==> src/rtl/e_muldiv_unit.sv <==
// e_muldiv_unit: iterative MULT/MULTU/DIV/DIVU unit producing HI/LO one bit per cycle.
// Operands are reduced to magnitudes at launch; signs are re-applied in the FIX cycle.
module e_muldiv_unit #(
    parameter int WIDTH = 32,
    parameter int CNT_W = 6
) (
    input  logic             CLK_MDU,
    input  logic             RST_MDU,
    input  logic             StartE,
    input  logic [1:0]       MDOpE,
    input  logic             AbortE,
    input  logic [WIDTH-1:0] Op1E,
    input  logic [WIDTH-1:0] Op2E,
    input  logic             MTHIE,
    input  logic             MTLOE,
    output logic [WIDTH-1:0] HI,
    output logic [WIDTH-1:0] LO,
    output logic             BusyE,
    output logic             DoneE
);
    typedef enum logic [1:0] {IDLE, CALC, FIX} state_t;
    state_t state, nextState;
    logic [2*WIDTH-1:0] acc, accNext, prodFix;
    logic [WIDTH-1:0]   opB, absA, absB, quotFix, remFix;
    logic [WIDTH:0]     mulSum, divShift, divDiff;
    logic [CNT_W-1:0]   cnt;
    logic               signA, signB, isDiv, negA, negB, lastIter;

    // acc holds {partial product, multiplier} for multiply and {remainder, quotient} for divide
    always_comb begin
        negA     = ~MDOpE[0] & Op1E[WIDTH-1];
        negB     = ~MDOpE[0] & Op2E[WIDTH-1];
        absA     = negA ? -Op1E : Op1E;
        absB     = negB ? -Op2E : Op2E;
        mulSum   = {1'b0, acc[2*WIDTH-1:WIDTH]} + (acc[0] ? {1'b0, opB} : '0);
        divShift = acc[2*WIDTH-1:WIDTH-1];
        divDiff  = divShift - {1'b0, opB};
        accNext  = !isDiv ? {mulSum, acc[WIDTH-1:1]} :
                   divDiff[WIDTH] ? {divShift[WIDTH-1:0], acc[WIDTH-2:0], 1'b0} :
                                    {divDiff[WIDTH-1:0], acc[WIDTH-2:0], 1'b1};
        prodFix  = (signA ^ signB) ? -acc : acc;
        quotFix  = (signA ^ signB) ? -acc[WIDTH-1:0] : acc[WIDTH-1:0];
        remFix   = signA ? -acc[2*WIDTH-1:WIDTH] : acc[2*WIDTH-1:WIDTH];
        lastIter = cnt == CNT_W'(WIDTH - 1);
        BusyE    = state != IDLE;
    end

    always_comb begin
        nextState = state;
        case (state)
            IDLE:    nextState = StartE ? CALC : IDLE;
            CALC:    nextState = AbortE ? IDLE : (lastIter ? FIX : CALC);
            default: nextState = IDLE;
        endcase
    end

    always_ff @(posedge CLK_MDU) begin
        if (!RST_MDU) state <= IDLE;
        else          state <= nextState;
    end

    always_ff @(posedge CLK_MDU) begin
        if (!RST_MDU) begin
            HI    <= '0;
            LO    <= '0;
            DoneE <= 1'b0;
            acc   <= '0;
            opB   <= '0;
            cnt   <= '0;
            signA <= 1'b0;
            signB <= 1'b0;
            isDiv <= 1'b0;
        end else begin
            DoneE <= 1'b0;
            if (state == IDLE) begin
                if (StartE) begin
                    acc   <= {{WIDTH{1'b0}}, absA};
                    opB   <= absB;
                    cnt   <= '0;
                    signA <= negA;
                    signB <= negB;
                    isDiv <= MDOpE[1];
                end else begin
                    if (MTHIE) HI <= Op1E;
                    if (MTLOE) LO <= Op1E;
                end
            end else if (state == CALC) begin
                if (!AbortE) begin
                    acc <= accNext;
                    cnt <= cnt + 1'b1;
                end
            end else if (!AbortE) begin
                // a zero divisor leaves the dividend magnitude as remainder, so remFix restores Op1
                HI    <= isDiv ? remFix : prodFix[2*WIDTH-1:WIDTH];
                LO    <= isDiv ? ((opB == '0) ? '1 : quotFix) : prodFix[WIDTH-1:0];
                DoneE <= 1'b1;
            end
        end
    end
endmodule

==> config.mk <==
export PLATFORM = sky130hd
export DESIGN_NAME = e_muldiv_unit
export DESIGN_NICKNAME = d
export VERILOG_FILES = /design/src/rtl/e_muldiv_unit.sv
export SDC_FILE = /design/constraint.sdc
export NUM_CORES = 1
export LEC_CHECK = 0
export BUFFER_PORTS_ARGS = -buffer_cell sky130_fd_sc_hd__buf_2
export CORE_MARGIN = 4
export CORE_UTILIZATION = 55
export CTS_CLUSTER_DIAMETER = 100
export DETAILED_ROUTE_END_ITERATION = 6
export GPL_TIMING_DRIVEN = 0
export PLACE_DENSITY = 0.78
export SLEW_MARGIN = 15
export SYNTH_ARGS = -nofsm -noshare
export SYNTH_HDL_FRONTEND = slang
export SYNTH_SLANG_ARGS = --single-unit
==> constraint.sdc <==
create_clock -name CLK_MDU -period 3.2 [get_ports CLK_MDU]
set_input_delay 0.32 -clock CLK_MDU [delete_from_list [all_inputs] [get_ports CLK_MDU]]
set_output_delay 0.32 -clock CLK_MDU [all_outputs]
set_load 0.03 [all_outputs]
==> results of run 1 <==
## critical path: stages (launching register included)
cell,delay (ns)
dfxtp_1,0.36
nor2_1,0.67
nand2_1,0.44
nand2_1,0.51
clkbuf_1,0.67
nand3_1,0.15
o211ai_1,0.14
a21oi_1,0.06
## cell type report
type / count / area share [%]
Buffer: 99 / 2.69
Clock buffer: 17 / 2.63
Tap cell: 324 / 2.50
Multi-Input combinational cell: 1476 / 62.5
Inverter: 70 / 1.65
Timing Repair Buffer: 161 / 5.64
Clock inverter: 14 / 0.943
Sequential cell: 172 / 21.4
## synth_stat cells, types with 45 or more instances
cell,n
a21oi_1,141
clkbuf_1,92
dfxtp_1,172
ha_1,69
inv_1,69
mux2i_1,45
nand2_1,174
nand3_1,47
nor2_1,154
o211ai_1,48
o21ai_0,103
xnor2_1,96
xor2_1,76
## where the power goes
| group | total, mW | switching (mW) | internal [mW] |
|---|---|---|---|
| logic | 2.02 | 1.29 | 0.726 |
| registers | 2.37 | 0.111 | 2.26 |
| clock network | 2.14 | 1.04 | 1.10 |
## through the flow
step                worst slack (ns)  hold WS (ns)  std cells
finish                        0.0489         0.120       2333
global route                 -0.0688         0.141       2333
CTS                          -0.0663         0.121       2323
detailed placement             -1.26         0.445       2285
global placement               -1.24         0.439       2285
floorplan                     0.0675         0.429       1824
## sequential cells by signal, indices dropped and copies added, names as in the netlist
| register | cells |
|---|---|
| LO | 32 |
| DoneE | 1 |
| signA | 1 |
| acc | 64 |
| HI | 32 |
| state | 2 |
| cnt | 6 |
| signB | 1 |
| isDiv | 1 |
| opB | 32 |
## worst paths after layout
kind / to / cells past startpoint
setup / recovery: acc[0] / 7
setup reg to reg: acc[0] / 7
hold / removal: isDiv / 3
hold reg to reg: HI[23] / 2
## cells in the final DEF (no fill, tap or decap), types with 66 or more instances in the layout
master	Yosys	routed
nor2_1	154	150
buf_2	2	138
nand2_1	174	173
xnor2_1	96	96
clkbuf_1	92	79
inv_1	69	66
xor2_1	76	76
o21ai_0	103	95
dfxtp_1	172	158
a21oi_1	141	136
## metal layers
metal  vias up  part of all wire (%)
met2       875                    48
met1      7014                    38
met5         -                     0
li1       7035                     -
met3       201                   8.5
met4         0                   5.7
## cell families after synthesis
kind of cell / after synthesis / share of synthesized area, %
AOI/OAI and AO/OA: 606 / 29.0
and+or+nand+nor: 581 / 20.4
buffers and inverters: 176 / 4.84
xor gates and xnor gates: 172 / 10.9
DFF: 172 / 25.0
adders and majority gates: 71 / 6.55
muxes: 46 / 3.35
## what timing repair did
item / 4_1_cts / 5_1_grt
resized for setup: 69 / 82
endpoints found under the setup margin: 86 / 50
buffers inserted: 10 / 12
gates cloned: 2 / 0
pin swaps: 8 / 26
==> summary.md, run 1 <==
| Metric | Value |
|---|---|
| Ys async rst share | 0% |
| Area grow syn2layout | 17.4% |
| Cell Area, Synth | 13800 um2 |
| Status | complete, no violations |
| Final Cell Area | 16200 um2 |
| Area occupied by multi-input gates | 10100 um2 |
| Router iterations before antenna repair | 7 |
| Die Ht | 166 um |
| CTS H-Tree Depth | 4 |
| Final Cycle Share | 98.5% |
| Hold-fix buffers, CTS | 0 |
| Final Slew Violations | 0 |
| Unrepaired setup endpoints after global routing | true |
| FP Rows | 57 |
| Die Wd | 166 um |
| Setup violations, final | 0 |
| Layout Utilization | 66.2% |
| Critical Path Start | state[0] |
| Final Hold Vio Count | 0 |
| Clk_lat worst skew | 0.46 ns |
| Met2 GRT Util | 61.6% |
| Die area | 27700 um2 |
| Routed wire length | 52000 um |
| Syn Inst Count | 1824 |
| Antenna violations before repair | 0 |
| First-pass GRT wire length | 78600 um |
| Drt first-iter violations | 1929 |
| Vias per cell | 6.48 |
| Post-synth EDFFs | 0 |
| CTS Sinks | 172 |
| CTS Root Buffer Type | clkbuf_16 |
| Reg2Reg Launch Point | state[0] |
| Post-synthesis cell type count | 78 |
| ANT nets after route | 0 |
| Worst Path Required | 3.51 ns |
| Diodes inserted | 0 |
| Primary FF master, synth | dfxtp_1 |
| Total congestion overflow | 0 |
| Min-Delay Path Class | primary input to flip-flop |
| DR vias | 15125 |
| Post-Route Setup TNS | 0 ns |
| Min-delay src | MDOpE[1] |
| Static Leak | 6.57 nW |
| Crit Path Class | flip-flop to flip-flop |
| Power density cells | 403 nW/um2 |
| Total track usage | 35.4% |
| Synth top area cells | dfxtp_1 (25%), ha_1 (6.3%), xnor2_1 (6.1%) |
| Overall Power | 6.53 mW |
| Startpoint Class | flip-flop |
| Core area | 24500 um2 |
| Syn nets | 1967 |
| Share of cells above drive strength 1 | 15.1% |
| Final Critical Period | 3.15 ns |
| Max Clock Freq | 0.317 GHz |
| CTS clk-pin slew, worst paths | 0.07 ns |
| Post-synth top area cell | dfxtp_1 |
| Busiest layer in global routing | met2 |
| Peak VDD IR | 276 uV |
| R2R Setup Slk | 0.05 ns |
| Total CTS buffers | 17 |
| Storage cell area | 3470 um2 |
| Setup crit end kind | flip-flop |
| Worst slew margin | 30.7% |
| Max_cap viols | 0 |
| Routability cong. | 1.03 |
| Fillers | 2144 |
| Routing usage on met1 | 41.8% |
| Sequential share of the synthesized area | 25.0% |
| Longest Clk Path Bufs | 2 |
| Ports | 138 |
| Synthesized area per cell | 7.56 um2 |
| Vias in the first global route | 14263 |
| Worst-margin pin slew | 1.04 ns |
| PortBufs | 137 |
| Warnings from Yosys | 0 |
| Clock skew | 0.0183 ns |
| Nets@finish | 2140 |
| Met3 usage | 6.17% |
| Starting Density | 56.4% |
| #FFs+latches synth | 172 |
| Share of the synthesized area in the top cell type | 25.0% |
| Final HPWL DP | 40300 um |
| Critical-path maximum fanout | 10 |
| Wire per inst | 22.3 um |
| DP Area | 14900 um2 |
| Residual DRC | 0 |
| CP arrival | 3.46 ns |
| TritonCTS clock tree | built |
| Largest net degree at the start of global routing | 18 |
Note: power is estimated with default switching activity, not from simulation.
==> run 2, diff against run 1 <==
Settings changed: BUFFER_PORTS_ARGS -buffer_cell sky130_fd_sc_hd__buf_2 to unset, DONT_BUFFER_PORTS set to 1, PLACE_DENSITY 0.78 to 0.73.
==> summary.md, run 2 (synthesis results as in run 1) <==
| Metric | Value |
|---|---|
| Min-Delay Path Class | primary input to flip-flop |
| Peak VDD IR | 356 uV |
| Comb power frac | 27.4% |
| P_sw | 2.29 mW |
| Power density cells | 413 nW/um2 |
| DR vias | 14463 |
| Die area | 27700 um2 |
| Router iterations before antenna repair | 7 |
| Max Clock Freq | 0.317 GHz |
| Clk_lat worst skew | 0.44 ns |
| Critical-path maximum fanout | 10 |
| CP arrival | 3.50 ns |
| Nets@finish | 2001 |
| CTS clk-pin slew, worst paths | 0.07 ns |
| Startpoint Class | flip-flop |
| Overall Power | 6.38 mW |
| Starting Density | 56.4% |
| Die Wd | 166 um |
| Wire per inst | 23.2 um |
| Largest net degree at the start of global routing | 17 |
| Commonest non-fill, non-tap cell in the layout | nand2_1 |
| Setup crit end kind | flip-flop |
| Final Cycle Share | 98.6% |
| Total congestion overflow | 0 |
| Final Slew Violations | 0 |
| Static Leak | 5.92 nW |
| Vias in the first global route | 13852 |
| Residual DRC | 2 |
| CTS Sinks | 172 |
| CTS Root Buffer Type | clkbuf_16 |
| Worst-margin pin slew | 1.04 ns |
| Biggest register | acc |
| Max_cap viols | 0 |
| Worst Path Required | 3.55 ns |
| Total track usage | 35.0% |
| Diodes inserted | 0 |
| Setup violations, final | 0 |
| Die Ht | 166 um |
| Depth of the most critical reg-to-reg path | 11 |
| Share of cells above drive strength 1 | 8.77% |
| Most frequent cells in the layout | nand2_1 (172), dfxtp_1 (158), nor2_1 (149) |
| Hold path depth | 2 |
| Area grow syn2layout | 11.9% |
| Antenna violations before repair | 0 |
| FP Rows | 57 |
| Final HPWL DP | 40000 um |
| Status | finished, violations left |
| Max reg flops | 64 |
| Clock skew | 0.0149 ns |
| Dpl cells | 2148 |
| Worst slew margin | 30.5% |
| Vias per cell | 6.59 |
| Fin cells | 2194 |
| CTS H-Tree Depth | 4 |
| Core area | 24500 um2 |
| Final Hold Vio Count | 0 |
| Seq pwr share | 38.7% |
| Crit Path Class | flip-flop to flip-flop |
| Cell Int Power | 4.09 mW |
| Layout Utilization | 63.1% |
| First-pass GRT wire length | 77500 um |
| Routed wire length | 51000 um |
| Routability cong. | 1.01 |
| Total CTS buffers | 17 |
| Final Critical Period | 3.15 ns |
| R2R Setup Slk | 0.05 ns |
| Clock network fraction of total power | 33.9% |
| Post-Route Setup TNS | 0 ns |
| TritonCTS clock tree | built |
| Unrepaired setup endpoints after global routing | true |
| Ports | 138 |
| ANT nets after route | 0 |
| Drt first-iter violations | 1446 |
| Sw Ratio | 35.9% |
| Failing checks | design-rule violations |
| PortBufs | 0 |
| Longest Clk Path Bufs | 2 |
run 2: cell count changes in the layout (fill, tap and decap cells not counted), moves of 3 or more:
cell	change
buf_6	-3
inv_6	+3
buf_2	-136
inv_8	-4
clkbuf_8	+3
o21ai_1	-3
clkinvlp_4	-4
run 2: cell type report:
class / instances / area [um2]
buffer: 100 / 438
clock buffer: 18 / 439
multi-input combinational: 1476 / 10100
tap: 324 / 405
fill: 2194 / 9030
sequential: 172 / 3470
timing repair buffer: 21 / 160
inverter: 70 / 268
clock inverter: 13 / 153
run 2: path summary, 6_finish.rpt:
| kind | startpoint | to |
|---|---|---|
| worst min register to register | state[1] | state[0] |
| worst max-delay path | acc[35] | acc[42] |
| worst min-delay path | Op2E[31] | opB[31] |
| worst max register to register | acc[35] | acc[42] |
run 2: power by group through the flow:
stage               registers (mW)  logic [mW]  clock network [mW]
floorplan                     2.47        1.14                   0
CTS                           2.46        1.64                2.16
finish                        2.47        1.75                2.16
global placement              2.50        1.55                   0
detailed placement            2.50        1.57                   0
global route                  2.48        1.88                2.25
run 2: worst max-delay path: stages (launching register included):
cell and delay, ns:
dfxtp_2 0.45, ha_2 0.36, a21o_1 0.21, a21oi_2 0.19
a21boi_2 0.11, o31ai_4 0.42, a211oi_4 0.16, o31ai_4 0.39
nand2_2 0.12, clkbuf_8 0.20, o31a_1 0.30, o21ai_0 0.14
run 2: what timing repair did:
action | CTS | global route
buffers inserted | 8 | 12
pin swaps | 12 | 26
setup endpoints to repair | 87 | 69
hold endpoints to repair | 1 | 0
gates resized for setup | 75 | 61
hold buffers | 1 | 0
run 2: stage by stage:
stage	hold WS [ns]	area, um2	setup slack [ns]
2_1_floorplan	0.429	13800	0.0675
3_3_place_gp	0.432	14200	-1.16
3_5_place_dp	0.437	14200	-1.18
4_1_cts	0.0142	15100	0.00278
5_1_grt	0.0232	15400	-0.0560
6_report	0.0164	15400	0.0459
run 2: metal layers:
metal | share of wire [%] | up-vias | wire (um) | global-route usage [%]
met4 | 6.1 | 0 | 3110 | 19.6
li1 | - | 6760 | - | -
met2 | 47 | 841 | 23800 | 59.3
met3 | 9.1 | 180 | 4630 | 6.86
met5 | 0 | - | 0 | 0
met1 | 38 | 6682 | 19400 | 41.5
